## config.mk

```make
export PLATFORM = sky130hd
export DESIGN_NAME = seq_succ_lut
export DESIGN_NICKNAME = d
export VERILOG_FILES = /design/src/rtl/seq_pkg.sv /design/src/rtl/seq_succ_lut.sv
export SDC_FILE = /design/constraint.sdc
export NUM_CORES = 1
export LEC_CHECK = 0
export ABC_AREA = 1
export BUFFER_PORTS_ARGS = -buffer_cell sky130_fd_sc_hd__buf_2
export CORE_AREA = 2 2 39 41
export DETAILED_ROUTE_END_ITERATION = 7
export DIE_AREA = 0 0 41 43
export PLACE_DENSITY = 0.36
export SYNTH_ARGS = -nofsm -noshare
export SYNTH_HDL_FRONTEND = slang
export SYNTH_SLANG_ARGS = --single-unit
```

## constraint.sdc

```tcl
create_clock -name vclk -period 0.9
set_input_delay 0.09 -clock vclk [all_inputs]
set_output_delay 0.09 -clock vclk [all_outputs]
set_load 0.05 [all_outputs]
```

## src/rtl/seq_pkg.sv

```systemverilog
// seq_pkg
//   Shared definitions for the 0,2,5,8,11,14 counting sequence: the sequence
//   values, the checker state encoding and a successor lookup function. Used
//   by both the generator and the receive-side checker.
//   No ports (package).
package seq_pkg;

    localparam int SEQ_LEN = 6;

    localparam logic [3:0] SEQ_V0 = 4'd0;
    localparam logic [3:0] SEQ_V1 = 4'd2;
    localparam logic [3:0] SEQ_V2 = 4'd5;
    localparam logic [3:0] SEQ_V3 = 4'd8;
    localparam logic [3:0] SEQ_V4 = 4'd11;
    localparam logic [3:0] SEQ_V5 = 4'd14;

    typedef enum logic {
        HUNT   = 1'b0,
        LOCKED = 1'b1
    } state_t;

    typedef struct packed {
        logic       legal;
        logic [3:0] next;
    } succ_t;

    // Values outside the sequence have no successor; legal=0 and next=0.
    function automatic succ_t seq_succ(input logic [3:0] value);
        succ_t r;
        r.legal = 1'b1;
        r.next  = 4'd0;
        case (value)
            SEQ_V0:  r.next = SEQ_V1;
            SEQ_V1:  r.next = SEQ_V2;
            SEQ_V2:  r.next = SEQ_V3;
            SEQ_V3:  r.next = SEQ_V4;
            SEQ_V4:  r.next = SEQ_V5;
            SEQ_V5:  r.next = SEQ_V0;
            default: r.legal = 1'b0;
        endcase
        return r;
    endfunction

endpackage

```

## src/rtl/seq_succ_lut.sv

```systemverilog
// seq_succ_lut
//   Combinational successor lookup for the counting sequence.
//   Ports:
//     value  in   4  current sequence value
//     legal  out  1  1 = value belongs to the sequence
//     next   out  4  expected next value (0 when not legal)
module seq_succ_lut
    import seq_pkg::*;
(
    input  logic [3:0] value,
    output logic       legal,
    output logic [3:0] next
);

    succ_t succ;

    always_comb begin
        succ  = seq_succ(value);
        legal = succ.legal;
        next  = succ.next;
    end

endmodule

```

==> results.md <==
- First-pass GRT wire length: around 620 um
- PnR Total Power: between 0.0001 and 0.00015 W
- GP Congestion: 0.705
- Final instance area: about 200 um2
- Nets: 40
- Ys Warns: 0
- Slew Viols, Final: 0
- Syn avg cell area: approximately 4.6 um2
- Max-cap violations: 0
- Pwr per Cell Area: 676 mW/mm2
- Initial DRC count: 0
- Critical path endpoint category: primary output
- Fillers: 163
- Min-Delay Path Depth: 5
- WL/cell: about 6.7 um
- Dpl hpwl: 286 um
- Yosys cell types: 10
- Peak supply drop: approximately 0.15 mV
- Share of cells above drive strength 1: 0.471
- Initial Utilization: 0.0805
- Rel. slew slack: 0.903
- # rows: 14
- Leak: between 0.1 and 0.15 nW
- Footprint of the multi-input gates: 98.8 um2
- Final sequential cell count: 0
- Drt pass-1 iters: 1
- Routed vias: 171
- Seq/Total Area, Yosys: 0
- Sequential power share: 0
- Setup ws final: 0.0728 ns
- Placement Setup Slack: -0.0592 ns
- # clk buffers: 0
- Overflow after GRT: 0
- Ant diodes: 0
- Pin count of the biggest net entering global routing: 6
- Die Ht: about 43 um
- RSZ-0062 raised after global routing: yes
- Grt met1 use: 0.0665
- Vias in the first global route: between 150 and 200
- Int Pwr: 0.0000436 W
- DRC errors left: 0
- Final ANT Viol Nets: 0
- Placed insts: 50
- Gr busiest metal: met2
- Commonest cells after routing, fill and taps aside: nand2_1 (9), buf_4 (5), buf_2 (4)
- Startpoint Class: input port
- Sw power: between 0.00009 and 0.0001 W
- Core Area: 0.00138 mm2
- Cell Count, Final, Fillers Out: 50
- Syn Nets: 28
- Area Growth Syn to Fin: 82.0%
- Most common cell after layout, fill and taps aside: nand2_1
- Post-Synthesis Cells: 24
- Clock network fraction of total power: 0
- Final setup fails: 0
- Cell area after synthesis: between 100 and 150 um2
- Initial antenna violation count: 0
- Hold buffers post-CTS: 0
- Total GRT Usage: 0.0460
- Util after Layout: 0.146
- Worst-Margin Slew: 0.145 ns
- GR Util met3: 0.00524
- Post-DP Area: 184 um2
- Hold/Removal Path Class: in2out
- Die width: 41 um
- Period utilization: 0.919
- Maximum clock rate: 1.21 GHz
- Ports: 9
- Final hold vios: 0
- Part of the power in combinational logic: 1.000
- PortBufs: 9
- DR vias/cell: 3.42
- Status: complete, no violations
- Switch share: 0.682
- Req. time, crit path: 0.81 ns
- Tmin final: 0.827 ns
- Kind of critical path: in2out
- Crit Path Max Fanout: 5
- Drt total wl: about 330 um
- Storage element area: 0 um2
- Met2 Use GR: 0.0750
- Total die area: 0.00176 mm2
- Crit path DAT: 0.74 ns
path summary, 6_finish.rpt:
path | slack (ns) | from | to
setup / recovery | 0.07 | value[0] | legal
hold / removal | 0.65 | value[1] | next[1]
cells by family after synthesis:
family,Yosys count,share of synthesized area
buffers and inverters,4,0.135
AOI/OAI and AO/OA,1,0.0787
and+or+nand+nor,19,0.786
power groups by stage:
| stage | clock, W | sequential [W] | combinational, W |
|---|---|---|---|
| CTS | 0 | 0 | 0.000132 |
| global route | 0 | 0 | 0.000148 |
| detailed placement | 0 | 0 | 0.000123 |
| floorplan | 0 | 0 | 0.0000835 |
| finish | 0 | 0 | 0.000137 |
| global placement | 0 | 0 | 0.000124 |
synth_stat cells, drive strengths merged:
cell type	n	area share
inv	4	0.13
nor3	1	0.045
nand3	2	0.090
nor2	5	0.24
nand4	1	0.056
nand2	10	0.36
o21ai	1	0.079
layer usage:
| metal | wire length [um] | up-vias |
|---|---|---|
| li1 | - | 96 |
| met1 | 151 | 69 |
| met2 | 145 | 6 |
| met3 | 36 | 0 |
| met4 | 0 | 0 |
| met5 | 0 | - |
critical path, cell delays in order:
cell     delay, ns
buf_2         0.13
nor2_2        0.16
o21ai_2       0.09
nand3_1       0.10
buf_6         0.16
layout make-up:
class	instances	area share
timing repair buffer	10	0.340
multi-input combinational	20	0.488
inverter	4	0.0741
tap	16	0.0988
metrics by stage:
stage          hold slack [ns]  TNS [ns]
2_1_floorplan            0.529         0
3_3_place_gp             0.664    -0.181
3_5_place_dp             0.659    -0.134
4_1_cts                  0.652         0
5_1_grt                  0.695   -0.0141
6_report                 0.653         0
what timing repair did:
action                     in CTS  in global routing
setup endpoints to repair       4                  2
resized for setup               5                  4
buffers inserted                0                  0
pin swaps                       0                  1
Power figures use the tool's default switching activity.
